File: src/rtl/sdfa_pkg.sv
// Shared constants and state type for the sdfa weight-distribution slice.
package sdfa_pkg;

   localparam int unsigned SDFA_NUM_BLK         = 9;
   localparam int unsigned SDFA_WEIGHTS_PER_BLK = 114688;
   localparam int unsigned SDFA_W_WIDTH         = 8;

   typedef enum logic [2:0] {
      IDLE,
      SEEK,
      LOAD,
      WAIT_DONE,
      DONE
   } wd_state_t;

endpackage

File: src/rtl/sdfa_blk_seek.sv
// Priority search: lowest set mask bit at or above the start index.
module sdfa_blk_seek #(
   parameter int unsigned NUM_BLK   = 9,
   parameter int unsigned BLK_IDX_W = $clog2(NUM_BLK)
) (
   input  logic [NUM_BLK-1:0]   mask,
   input  logic [BLK_IDX_W-1:0] start,
   output logic [BLK_IDX_W-1:0] idx,
   output logic                 found
);

   // Scan from the top down so the lowest qualifying index is the last one written.
   always_comb begin
      idx   = '0;
      found = 1'b0;
      for (int unsigned i = NUM_BLK; i > 0; i--) begin
         if (mask[i-1] && ((i - 1) >= 32'(start))) begin
            idx   = BLK_IDX_W'(i - 1);
            found = 1'b1;
         end
      end
   end

endmodule

File: src/rtl/sdfa_weight_distributor.sv
// Routes the serial weight stream to the selected sdfa blocks in ascending order,
// WEIGHTS_PER_BLK words each, and reports completion once all selected blocks are set.
module sdfa_weight_distributor
   import sdfa_pkg::*;
#(
   parameter int unsigned NUM_BLK         = SDFA_NUM_BLK,
   parameter int unsigned WEIGHTS_PER_BLK = SDFA_WEIGHTS_PER_BLK,
   parameter int unsigned W_WIDTH         = SDFA_W_WIDTH,
   parameter int unsigned BLK_IDX_W       = $clog2(NUM_BLK),
   parameter int unsigned CNT_W           = $clog2(WEIGHTS_PER_BLK)
) (
   input  logic                         clk,
   input  logic                         rstn,
   input  logic                         load_start,
   input  logic [NUM_BLK-1:0]           load_mask,
   input  logic                         w_valid,
   input  logic [W_WIDTH-1:0]           weight_in,
   output logic                         w_request,
   output logic [NUM_BLK-1:0]           blk_w_valid,
   output logic [NUM_BLK*W_WIDTH-1:0]   blk_weight,
   input  logic [NUM_BLK-1:0]           blk_w_request,
   input  logic [NUM_BLK-1:0]           blk_w_set_done,
   output logic [BLK_IDX_W-1:0]         cur_blk,
   output logic                         busy,
   output logic                         load_done,
   output logic                         all_done,
   output logic                         drop_err
);

   wd_state_t             state, state_nxt;
   logic [NUM_BLK-1:0]    mask;
   logic [CNT_W-1:0]      word_cnt;
   // Set once the highest-index block has been filled; cur_blk then stays put
   // instead of wrapping, so the following SEEK cannot restart a block.
   logic                  exhausted;
   logic [BLK_IDX_W-1:0]  seek_idx;
   logic                  seek_found;
   logic                  beat;
   logic                  last_beat;
   logic                  set_done_ok;

   sdfa_blk_seek #(
      .NUM_BLK   (NUM_BLK),
      .BLK_IDX_W (BLK_IDX_W)
   ) u_seek (
      .mask  (mask),
      .start (cur_blk),
      .idx   (seek_idx),
      .found (seek_found)
   );

   assign beat        = (state == LOAD) && w_valid;
   assign last_beat   = beat && (word_cnt == CNT_W'(WEIGHTS_PER_BLK - 1));
   assign set_done_ok = &(blk_w_set_done | ~mask);
   assign busy        = (state != IDLE) && (state != DONE);

   // State register.
   always_ff @(posedge clk) begin
      if (!rstn) state <= IDLE;
      else       state <= state_nxt;
   end

   // Next-state decision.
   always_comb begin
      state_nxt = state;
      unique case (state)
         IDLE, DONE: if (load_start) state_nxt = SEEK;
         SEEK:       state_nxt = (seek_found && !exhausted) ? LOAD : WAIT_DONE;
         LOAD:       if (last_beat) state_nxt = SEEK;
         WAIT_DONE:  if (set_done_ok) state_nxt = DONE;
         default:    state_nxt = IDLE;
      endcase
   end

   // Pass bookkeeping: mask latch, block index, word counter and status flags.
   always_ff @(posedge clk) begin
      if (!rstn) begin
         mask      <= '0;
         word_cnt  <= '0;
         cur_blk   <= '0;
         exhausted <= 1'b0;
         load_done <= 1'b0;
         all_done  <= 1'b0;
         drop_err  <= 1'b0;
      end else begin
         load_done <= (state == WAIT_DONE) && set_done_ok;
         if (w_valid && (state != LOAD)) drop_err <= 1'b1;
         unique case (state)
            IDLE, DONE: begin
               if (load_start) begin
                  mask      <= load_mask;
                  cur_blk   <= '0;
                  word_cnt  <= '0;
                  exhausted <= 1'b0;
                  all_done  <= 1'b0;
               end
            end
            SEEK: begin
               if (seek_found && !exhausted) cur_blk <= seek_idx;
            end
            LOAD: begin
               if (last_beat) begin
                  word_cnt <= '0;
                  if (cur_blk == BLK_IDX_W'(NUM_BLK - 1)) exhausted <= 1'b1;
                  else                                     cur_blk   <= cur_blk + 1'b1;
               end else if (beat) begin
                  word_cnt <= word_cnt + 1'b1;
               end
            end
            WAIT_DONE: begin
               if (set_done_ok) all_done <= 1'b1;
            end
            default: ;
         endcase
      end
   end

   // Steer valid, data and request for the block being loaded; everything else idles at 0.
   always_comb begin
      blk_w_valid = '0;
      blk_weight  = '0;
      w_request   = 1'b0;
      if (state == LOAD) begin
         for (int unsigned i = 0; i < NUM_BLK; i++) begin
            if (cur_blk == BLK_IDX_W'(i)) begin
               blk_w_valid[i]                    = w_valid;
               blk_weight[i*W_WIDTH +: W_WIDTH]  = weight_in;
               w_request                         = blk_w_request[i];
            end
         end
      end
   end

endmodule

File: config.mk
export PLATFORM = sky130hd
export DESIGN_NAME = sdfa_weight_distributor
export DESIGN_NICKNAME = d
export VERILOG_FILES = /design/src/rtl/sdfa_pkg.sv /design/src/rtl/sdfa_blk_seek.sv /design/src/rtl/sdfa_weight_distributor.sv
export SDC_FILE = /design/constraint.sdc
export NUM_CORES = 1
export LEC_CHECK = 0
export ABC_CLOCK_PERIOD_IN_PS = 5540
export BUFFER_PORTS_ARGS = -buffer_cell sky130_fd_sc_hd__buf_2
export CAP_MARGIN = 20
export CORE_MARGIN = 10
export CORE_UTILIZATION = 46
export CTS_CLUSTER_DIAMETER = 40
export CTS_CLUSTER_SIZE = 16
export DETAILED_ROUTE_END_ITERATION = 7
export PLACE_DENSITY = 0.84
export SETUP_SLACK_MARGIN = 0.1
export SYNTH_ARGS = -nofsm -noshare
export SYNTH_HDL_FRONTEND = slang
export SYNTH_SLANG_ARGS = --single-unit
File: constraint.sdc
create_clock -name clk -period 5.54 [get_ports clk]
set_clock_uncertainty 0.15 [all_clocks]
set_input_delay 0.554 -clock clk [delete_from_list [all_inputs] [get_ports clk]]
set_output_delay 0.554 -clock clk [all_outputs]
set_load 0.1 [all_outputs]
# [Word-level counts from Yosys, hierarchy flattened]
# Index checks and enable logic that the tools add are counted.
[totals] reg_bits=37 latchBits=0 ramBits=0 romBits=0 in_bits=39 out_inout_bits=90 word_cells=141 mem_count=0
[classes] addsub=2 multipliers=0 n_div=0 order_cmp=9 eq_ne=22 n_shift=0 mux=68 n_bitwise=2 n_reduce_logical=30
[op_table] operator="72-bit two-way mux" count=1
[op_table] operator="8-bit two-way mux" count=9
[op_table] operator="4-bit two-way mux" count=13
[op_table] operator="17-bit two-way mux" count=3
[op_table] operator="17-bit one-hot mux with 2 select lines" count=1
[op_table] operator="1-bit two-way mux" count=33
[op_table] operator="17-bit by 1-bit adder with 17-bit output, second input constant" count=1
[op_table] operator="17-bit == test, second input constant" count=1
[op_table] operator="4-bit by 3-bit == test with 1-bit output, second input constant" count=4
[op_table] operator="3-bit by 4-bit >= comparator with 1-bit output, first input constant" count=4
[op_table] operator="1-bit logical AND" count=15
[op_table] operator="3-bit one-hot mux with 4 select lines" count=1
[op_table] operator="4-bit one-hot mux with 3 select lines" count=1
[op_table] operator="2-bit inequality test, second input constant" count=5
[op_table] operator="3-bit two-way mux" count=3
[op_table] operator="9-bit two-way mux" count=1
[op_table] operator="9-bit NOT" count=1
[op_table] operator="9-bit OR" count=1
[op_table] operator="3-bit AND reduction" count=3
[op_table] operator="9-bit AND reduction" count=1
[op_table] operator="4-bit by 2-bit == test with 1-bit output, second input constant" count=2
[op_table] operator="1-bit by 4-bit >= comparator with 1-bit output, first input constant" count=2
[op_table] operator="2-bit by 4-bit >= comparator with 1-bit output, first input constant" count=2
[op_table] operator="3-bit by 2-bit == test with 1-bit output, second input constant" count=2
[op_table] operator="19 further kinds" count=23

# [Longest topological paths before layout]
# Gate-level depths: netlist of run 1.
[depth] word_depth=14 ltp_mapped=10 ltp_nobuf=8

# [Modules after synthesis]
# Synthesis of run 1 repeated with hierarchy kept, for this count alone.
[unflattened] hier_cells=394 hier_area_um2=2592.5
[by_module_without_submodules] mod="sdfa_weight_distributor" instances=1 cells_each=362 area_each_um2=2401.1 seq_area_each_um2=740.7
[by_module_without_submodules] mod="sdfa_blk_seek" instances=1 cells_each=32 area_each_um2=191.4 seq_area_each_um2=0.0

# [Worst setup path after synthesis of run 1]
# OpenSTA, ideal clock, no wires.
[synth_path] path_type="register to output" from="reg cur_blk[0]" to="out w_request" arrival_time_ns=4.422 required_ns=4.836 path_slack_ns=0.414 stages_incl_launch_ff=8 n_path_buf=2 cell_sequence="dfxtp_1 -> inv_1 -> ha_1 -> clkbuf_1 -> nand2_1 -> clkbuf_1 -> o22ai_1 -> o32ai_1"
[synth_between] elab_chain_cells=11 word_cells_on_any_way=19 cone_classes="8 x eq/ne; 10 x mux; 1 x reduce/logical"
[synth_lines] element="start: declaration" line_no="sdfa_weight_distributor.sv:23" source="output logic [BLK_IDX_W-1:0] cur_blk,"
[synth_lines] element="start signal: assignment" line_no="sdfa_weight_distributor.sv:99" source="if (seek_found && !exhausted) cur_blk <= seek_idx;"
[synth_lines] element="start signal: assignment" line_no="sdfa_weight_distributor.sv:105" source="else cur_blk <= cur_blk + 1'b1;"
[synth_lines] element="4-bit zero test" line_no="sdfa_weight_distributor.sv:125" source="if (cur_blk == BLK_IDX_W'(i)) begin"
[synth_lines] element="1-bit two-way mux (8 in a row)" line_no="sdfa_weight_distributor.sv:125"
[synth_lines] element="1-bit two-way mux *" line_no="sdfa_weight_distributor.sv:125"
[synth_lines] element="1-bit two-way mux *" line_no="sdfa_weight_distributor.sv:123" source="if (state == LOAD) begin"
[synth_lines] element="end: declaration" line_no="sdfa_weight_distributor.sv:18" source="output logic w_request,"
# Mark *: on every way between the ends. The rest lies on a longest branch, timed or not.

# [Worst setup path after layout of run 1]
[layout_path] from="reg cur_blk[2]" to="out w_request"
# The elaborated chain is that of the path after synthesis.

==> reports/qor.csv, run 1 <==
metric,value,unit
buffer count from post-CTS setup fixing,0,
max-slew violations,0,
total grt overflow,0,
layout net count,536,
first-pass GRT wire length,14.25,mm
endpoints failing hold,0,
top cell type's share of synthesized area,0.2957,
Routed Antenna Nets,0,
post-DP HPWL,7.172,mm
post-route setup slack,2.209,ns
Worst Hold Class,reg -> reg,
proportion of layout cells with a drive suffix above 1,0.2955,
status,"complete, no violations",
Tightest Pin Transition,0.6526,ns
Pre-antenna DRT Iters,4,
cell taking the most area after synthesis,dfxtp_1,
GP Congestion,0.8801,
largest net degree at the start of global routing,25,
sequential-to-total area share from yosys stat,0.2957,
port bufs,128,
"FF+latch count, synth",37,
WS Path Type,reg -> out,
hold path depth,2,
final instance area,3267,µm²
"Arr. time, crit path",2.63,ns
total length of routed wires,9.026,mm
drt drc,0,
Total GRT Usage,0.1933,
Iter 0 DRT Violations,235,
Post-DP Area,3177,µm²
"Primary FF master, synth",dfxtp_1,
Setup crit end kind,output port,
setup tns final,0,ns
slowest CP cell,dfxtp_1,
Ports,129,
post-route clock period utilization,0.6012,
Synth Instances,372,
"top cells by area, synth","dfxtp_1 (30%), nor2_1 (16%), nand2_1 (7.9%)",
clk buf depth,2,
Slew headroom,0.5616,
Max Clk Rate,0.3002,GHz
Post-Syn Nets,415,
Power Density,296.9,nW/µm²
clk slew on worst S/H paths,0.07,ns
Post-synth EDFFs,0,
CP top delay family,simple AND/OR/NAND/NOR gates,
vias in the first global route,2862,
"commonest non-fill, non-tap cell in the layout",buf_2,
CP peak stage delay,0.60,ns
metal3 WL,819,µm
WL met2,4.422,mm
die height,93.80,µm
Worst Path Required,4.84,ns
M1 wire length,3.692,mm
root buffer selected by CTS,clkbuf_8,
CTS HTree Levels,2,
Cell Rows,26,
max_cap viols,0,
Tmin final,3.331,ns
pre-CTS worst setup slack,2.546,ns
mean area per synthesized cell,6.734,µm²
CTS buffer count,5,
area grow syn2layout,30.42,%
Setup Viol. Count Final,0,
initial antenna violation count,0,
P_leak,1.506,nW
critical path depth,6,
core area,5205,µm²
Cell variety after synth,50,
CP max FO,14,
initial cell density of the core,0.4812,
CTS tree,built,
Yosys warnings,0,
startpoint type of the worst setup path,register,
WP buf/inv,1,
RSZ-0062 raised after global routing,no,
number of vias per cell,5.332,
top sig layer,met4,
Mapped Area,2505,µm²
Die X,93.80,µm
WL/cell,16.00,µm
worst vdd ir,0.2173,mV
CTS resizes,0,
ant diodes,0,
# hold bufs at CTS,0,
most frequent cells in the layout,"buf_2 (128), nor2_1 (110), nand2_1 (53)",
total power,0.9699,mW
"Cell Chain, Critical Path","nor2b_1, nand2_1, nand3_1, o22ai_1, o32ai_1, buf_2",
Clock Latency Late Sink,0.29,ns
Clock Sinks,37,
Die ar.,8798,µm²
Via Count,3007,
WHS,0.3360,ns
Post-synth ARST share,0,
worst reg2reg path depth,8,
## kinds of logic (layout without fill, tap and decap cells)
| logic type | after synthesis | in the layout | synth area share |
|---|---|---|---|
| and+or+nand+nor | 222 | 222 | 0.3981 |
| AOI/OAI and AO/OA | 66 | 66 | 0.1898 |
| DFF | 37 | 37 | 0.2957 |
| buffers and inverters | 28 | 150 | 0.04345 |
| xor gates and xnor gates | 14 | 14 | 0.04895 |
| adders and majority gates | 4 | 4 | 0.01998 |
| muxes | 1 | 1 | 0.003996 |
## area by class of cell
cell class                 instances  area, µm²
clock buffer                       6      72.57
fill                             504       1938
sequential                        37      740.7
inverter                          12      45.04
multi-input combinational        307       1655
timing repair buffer             130      655.6
clock inverter                     2      10.01
tap                               70      87.58
## routing by layer
metal | GRT usage | vias to the layer above
met5 | 0 | -
met4 | 0.05443 | 0
met3 | 0.03997 | 11
met2 | 0.3502 | 146
met1 | 0.2217 | 1359
li1 | - | 1491
## power breakdown
group,total [mW],switching (mW),internal [mW]
sequential,0.315,0.0292,0.286
combinational,0.472,0.363,0.108
clock,0.183,0.0959,0.0872
## worst min-delay path, cell delays in order, from the launching register on
cell and delay [ns]:
dfxtp_1 0.32, nand2_1 0.05, a21boi_0 0.07
## synthesized netlist by cell type, types with 3 or more instances
cell	instances
dfxtp_1	37
nand2_1	53
and2_1	6
xnor2_1	7
nand4_1	4
or2_2	3
nand3_1	10
a21boi_0	12
nor3b_1	3
clkbuf_1	12
nand2b_1	7
o22ai_1	3
o211ai_1	3
nor2b_1	8
nor2_1	110
inv_1	12
a21oi_1	8
o311a_1	3
buf_2	3
ha_1	4
nor3_1	4
o21ai_0	14
a211oi_1	3
xor2_1	7
## sequential cells by signal, summed over array words and instances (netlist names)
signal     cells
exhausted      1
word_cnt      17
mask           9
load_done      1
cur_blk        4
all_done       1
drop_err       1
state          3
## through the flow
stage,instances,util
after global placement,555,0.6103
after floorplan,372,-
after CTS,563,0.6262
after detailed placement,555,0.6103
final,564,0.6276
after global routing,564,0.6276
## final timing paths
| check | from | slack (ns) | end |
|---|---|---|---|
| min reg2reg | mask[5] | 0.34 | mask[5] |
| max | cur_blk[2] | 2.21 | w_request |
| min | mask[5] | 0.34 | mask[5] |
| max reg2reg | cur_blk[1] | 2.91 | cur_blk[0] |
No activity file was read; power rests on OpenSTA's default activity.
==> run 2: changes to the inputs <==
ABC_AREA = 1   (was default)
ABC_CLOCK_PERIOD_IN_PS = 2680   (was 5540)
CORE_UTILIZATION = 42   (was 46)
PLACE_DENSITY = 0.8   (was 0.84)
clock period = 2.68 ns   (was 5.54 ns; I/O delays follow)
==> run 2 against run 1 <==
Die area grew 10%; hold slack lost 0.29 ns; register-to-register slack lost 2.4 ns; non-clock buffer count grew 3; synthesized cell count grew 16%; cell area grew 18%; worst setup slack lost 2.1 ns; clock-buffer cell count grew 1; first-iteration DRC count shrank 24%; wire length grew 5.0%; sequential cell count is the same; critical path type unchanged; highest routed layer unchanged.
==> reports/qor.csv, run 2 <==
metric,value,unit
CP most frequent cell,inv_2,
clk slew on worst S/H paths,0.07,ns
switching share of power,0.5908,
pre-CTS worst setup slack,0.3555,ns
CTS buffer count,5,
cell taking the most area after synthesis,dfxtp_1,
area grow syn2layout,49.06,%
Cell Rows,28,
mean area per synthesized cell,6.012,µm²
Placed Cells,626,
CTS HTree Levels,2,
internal power,1.255,mW
Post-synth ARST share,0,
number of vias per cell,5.046,
Post-DP Area,3686,µm²
Reg area,750.7,µm²
Worst Path Required,2.26,ns
Logic pwr share,0.636,
port bufs,128,
Worst Hold Class,in -> reg,
Seq pwr share,0.239,
P_leak,1.720,nW
total length of routed wires,9.476,mm
"Arr. time, crit path",2.14,ns
final instance area,3862,µm²
buffer count from post-CTS setup fixing,0,
post-DP HPWL,7.768,mm
XOR/XNOR share of the synthesized area,0.02366,
clk buf depth,2,
mux contribution to synthesized area,0.003863,
Die ar.,9711,µm²
"commonest non-fill, non-tap cell in the layout",buf_2,
Clock Latency Late Sink,0.29,ns
initial cell density of the core,0.4351,
CP top delay family,buffers and inverters,
first-pass GRT wire length,15.33,mm
drt drc,0,
Ports,129,
Tmin final,2.554,ns
Post-Syn Nets,474,
CTS tree,built,
sequential-to-total area share from yosys stat,0.2859,
Power Density,794.1,nW/µm²
hold path start,load_mask[8],
Post-synth EDFFs,0,
initial antenna violation count,0,
die height,98.55,µm
Top Registers,"word_cnt (17), mask (9), cur_blk (4)",
area occupied by multi-input gates,1856,µm²
ant diodes,0,
Clock Sinks,37,
worst vdd ir,0.4672,mV
largest family of logic cells by synthesized area,simple AND/OR/NAND/NOR gates,
root buffer selected by CTS,clkbuf_8,
Tightest Pin Transition,0.5710,ns
most frequent cells after synthesis,"nor2_1 (136), nand2_1 (72), inv_1 (39)",
Synth Area in Simple Gates,0.4640,
vias in the first global route,3097,
total power,3.067,mW
largest net degree at the start of global routing,20,
"Primary FF master, synth",dfxtp_1,
Pre-antenna DRT Iters,4,
startpoint type of the worst setup path,register,
post-synthesis adder-cell area fraction,0.01931,
layout net count,601,
post-route insts no fill,634,
Reg with most FFs,word_cnt,
Fillers,519,
Worst R2R Start,cur_blk[1],
Slew headroom,0.6184,
most frequent cells in the layout,"buf_2 (90), nor2_1 (72), nand2_1 (69)",
CP peak stage delay,0.45,ns
slowest CP cell,buf_2,
Setup Viol. Count Final,0,
Routed Antenna Nets,0,
total grt overflow,0,
"Cell Chain, Critical Path","inv_2, nand3_4, inv_2, nand2_1, nor2_2, buf_2",
top cell type's share of synthesized area,0.2859,
post-route clock period utilization,0.9531,
top-count cell post-synth,nor2_1,
WL/cell,14.95,µm
Cell variety after synth,39,
max-slew violations,0,
CP max FO,13,
WP buf/inv,3,
"top cells by area, synth","dfxtp_1 (29%), nor2_1 (20%), nand2_1 (10%)",
core area,5956,µm²
"FF+latch count, synth",37,
Clock Power Share,0.125,
max_cap viols,0,
Total GRT Usage,0.1848,
Iter 0 DRT Violations,179,
Setup crit end kind,output port,
r2r setup slk,0.54,ns
GP Congestion,0.9708,
proportion of layout cells with a drive suffix above 1,0.4311,
max FFs per register,17,
endpoints failing hold,0,
Worst setup startpoint,state[0],
post-route setup slack,0.1258,ns
Compound-Gate Fraction of Synth Area,0.1086,
Die X,98.55,µm
Via Count,3199,
Max Clk Rate,0.3915,GHz
Synth Instances,431,
P_sw,1.812,mW
Yosys warnings,0,
# hold bufs at CTS,0,
status,"complete, no violations",
RSZ-0062 raised after global routing,yes,
Mapped Area,2591,µm²
WS Path Type,reg -> out,
run 2: tightest hold or removal path: stages:
cell and delay (ns):
buf_2 0.08, nor2_1 0.03, nor2_1 0.08
run 2: cell families after synthesis:
kind of cell / after synthesis
compound gates: 51
xor+xnor: 7
fa+ha+maj: 4
buf+inv: 57
flops: 37
mux: 1
simple gates: 274
run 2: layer usage:
metal / global-route usage / part of all wire
met5: 0 / 0
met4: 0.05402 / 0.013
met3: 0.04539 / 0.063
met2: 0.3197 / 0.49
met1: 0.2203 / 0.44
run 2: area by class of cell:
class,count,share of cell area
sequential,37,0.1944
clock inverter,1,0.001620
clock buffer,7,0.01976
timing repair buffer,133,0.2368
multi-input combinational,337,0.4804
tap,75,0.02430
inverter,44,0.04276
run 2: final timing paths:
path                            cells after the start              to
worst max-delay path                                6  blk_weight[53]
worst min-delay path                                3         mask[8]
worst min register to register                      2       exhausted
worst max register to register                     11      cur_blk[0]
run 2: what timing repair did:
item	4_1_cts	5_1_grt
resized for setup	12	22
pin swaps	0	0
endpoints found under the setup margin	15	67
run 2: metrics by stage:
step                utilization  hold WS (ns)  setup TNS [ns]
global route             0.6485       0.07859         -0.2322
finish                   0.6485       0.04771               0
global placement         0.6189        0.3053               0
detailed placement       0.6189        0.3112               0
CTS                      0.6387       0.04430               0
floorplan                     -        0.2529          -4.354
run 2: power by group through the flow:
stage                     Combinational, mW  Clock, mW  Sequential (mW)
after CTS                              1.92      0.386            0.728
after detailed placement               1.90          0            0.738
after floorplan                        1.36          0            0.930
after global routing                   2.10      0.404            0.746
after global placement                 1.86          0            0.732
final                                  1.95      0.382            0.734
==> run 3: changes to the inputs <==
BUFFER_PORTS_ARGS = default   (was -buffer_cell sky130_fd_sc_hd__buf_2)
CORE_UTILIZATION = 46   (was 42)
DONT_BUFFER_PORTS = 1   (was default)
PLACE_DENSITY = default   (was 0.8)
PLACE_DENSITY_LB_ADDON = 0.2   (was default)
==> run 3 against run 2 <==
Critical path depth unchanged; sequential cell count unchanged; combinational power increased by 13%; die area decreased by 7.0%; clock-buffer cell count is 1 lower; sequential power up 4.0%; wire length up 27%; largest power group unchanged; cell area grew 21%; critical path type unchanged; non-clock buffer count fell by 36; largest cell class unchanged.
==> reports/qor.csv, run 3 (synthesis results as in run 2) <==
metric,value,unit
top sig layer,met4,
root buffer selected by CTS,clkbuf_8,
post-DP HPWL,9.569,mm
Power Density,730.8,nW/µm²
Worst Path Required,2.26,ns
metal3 WL,978,µm
Iter 0 DRT Violations,286,
CP max FO,13,
layout net count,565,
endpoints failing hold,0,
setup tns final,0,ns
port bufs,0,
CTS HTree Levels,2,
GP Congestion,0.8996,
first-pass GRT wire length,17.88,mm
number of vias per cell,5.691,
Worst Hold Class,in -> reg,
worst reg2reg path depth,11,
max-slew violations,0,
hold path start,load_mask[7],
Post-DP Area,4501,µm²
Tightest Pin Transition,0.9785,ns
Worst setup startpoint,state[0],
area occupied by multi-input gates,1914,µm²
Die X,95.06,µm
max FFs per register,17,
post-route insts no fill,595,
final instance area,4681,µm²
Ports,129,
Setup crit end kind,output port,
Clock Latency Late Sink,0.30,ns
Setup Viol. Count Final,0,
vias in the first global route,3251,
"commonest non-fill, non-tap cell in the layout",buf_12,
core area,5473,µm²
Die ar.,9035,µm²
worst vdd ir,0.7721,mV
max_cap viols,0,
Max Clk Rate,0.4049,GHz
CTS tree,built,
largest net degree at the start of global routing,19,
Placed Cells,584,
CTS buffer count,5,
Reg area,750.7,µm²
Via Count,3386,
Top Registers,"word_cnt (17), mask (9), cur_blk (4)",
proportion of layout cells with a drive suffix above 1,0.4168,
clk buf depth,2,
clk slew on worst S/H paths,0.08,ns
hold path depth,2,
Tmin final,2.469,ns
Routed Antenna Nets,0,
initial antenna violation count,0,
status,"complete, no violations",
ant diodes,0,
die height,95.06,µm
total length of routed wires,11.99,mm
buffer count from post-CTS setup fixing,0,
post-route clock period utilization,0.9215,
WS Path Type,reg -> out,
Reg with most FFs,word_cnt,
WL met2,6.036,mm
P_leak,1.754,nW
Cell Rows,27,
Worst R2R Start,state[0],
WL/cell,20.16,µm
initial cell density of the core,0.4735,
drt drc,0,
area grow syn2layout,80.64,%
pre-CTS worst setup slack,0.3080,ns
Fillers,258,
startpoint type of the worst setup path,register,
Slew headroom,0.3468,
post-route setup slack,0.2105,ns
total grt overflow,0,
Final Util,0.8553,
total power,3.421,mW
WHS,0.01987,ns
Pre-antenna DRT Iters,6,
most frequent cells in the layout,"buf_12 (73), nand2_1 (71), nor2_2 (71)",
"Arr. time, crit path",2.05,ns
Total GRT Usage,0.2510,
Clock Sinks,37,
RSZ-0062 raised after global routing,no,
M1 wire length,4.481,mm
## run 3: cell count changes in the layout (fill, tap and decap cells not counted), moves of 3 or more
cell and change:
buf_2 -90, nor2_2 +16, buf_4 +6, buf_12 +62, dlygate4sd3_1 +3, clkbuf_4 -16
nor2_1 -17
## run 3: layer usage
| metal | track usage | up-vias |
|---|---|---|
| met5 | 0 | - |
| met4 | 0.1085 | 0 |
| met3 | 0.05892 | 50 |
| met2 | 0.4474 | 206 |
| met1 | 0.2788 | 1574 |
| li1 | - | 1556 |
## run 3: area by class of cell
class	count	area share
Sequential cell	37	0.1604
Multi-Input combinational cell	337	0.4090
Clock inverter	2	0.003208
Timing Repair Buffer	97	0.3523
Inverter	44	0.03582
Tap cell	72	0.01925
Clock buffer	6	0.02005
## run 3: worst paths after layout
path / end / slack (ns)
worst max-delay path: blk_weight[10] / 0.21
worst min-delay path: mask[7] / 0.02
worst min register to register: exhausted / 0.32
worst max register to register: word_cnt[10] / 0.42
## run 3: power breakdown
group	switching (mW)	internal (mW)	leakage, nW	total [mW]
clock	0.217	0.242	0.0569	0.459
combinational	1.64	0.562	1.39	2.20
sequential	0.128	0.635	0.304	0.763
## run 3: timing repair
item	4_1_cts	5_1_grt
pin swaps	0	0
resized for setup	2	6
hold buffers	3	0
cloned	0	0
setup endpoints to repair	1	67
endpoints found under the hold margin	18	0
## run 3: worst max-delay path, cell delays in order (launching register included)
cell and delay [ns]:
dfxtp_1 0.31, inv_2 0.11, nand3_4 0.16, inv_4 0.21
nand2_1 0.42, nor2_2 0.21, buf_4 0.31
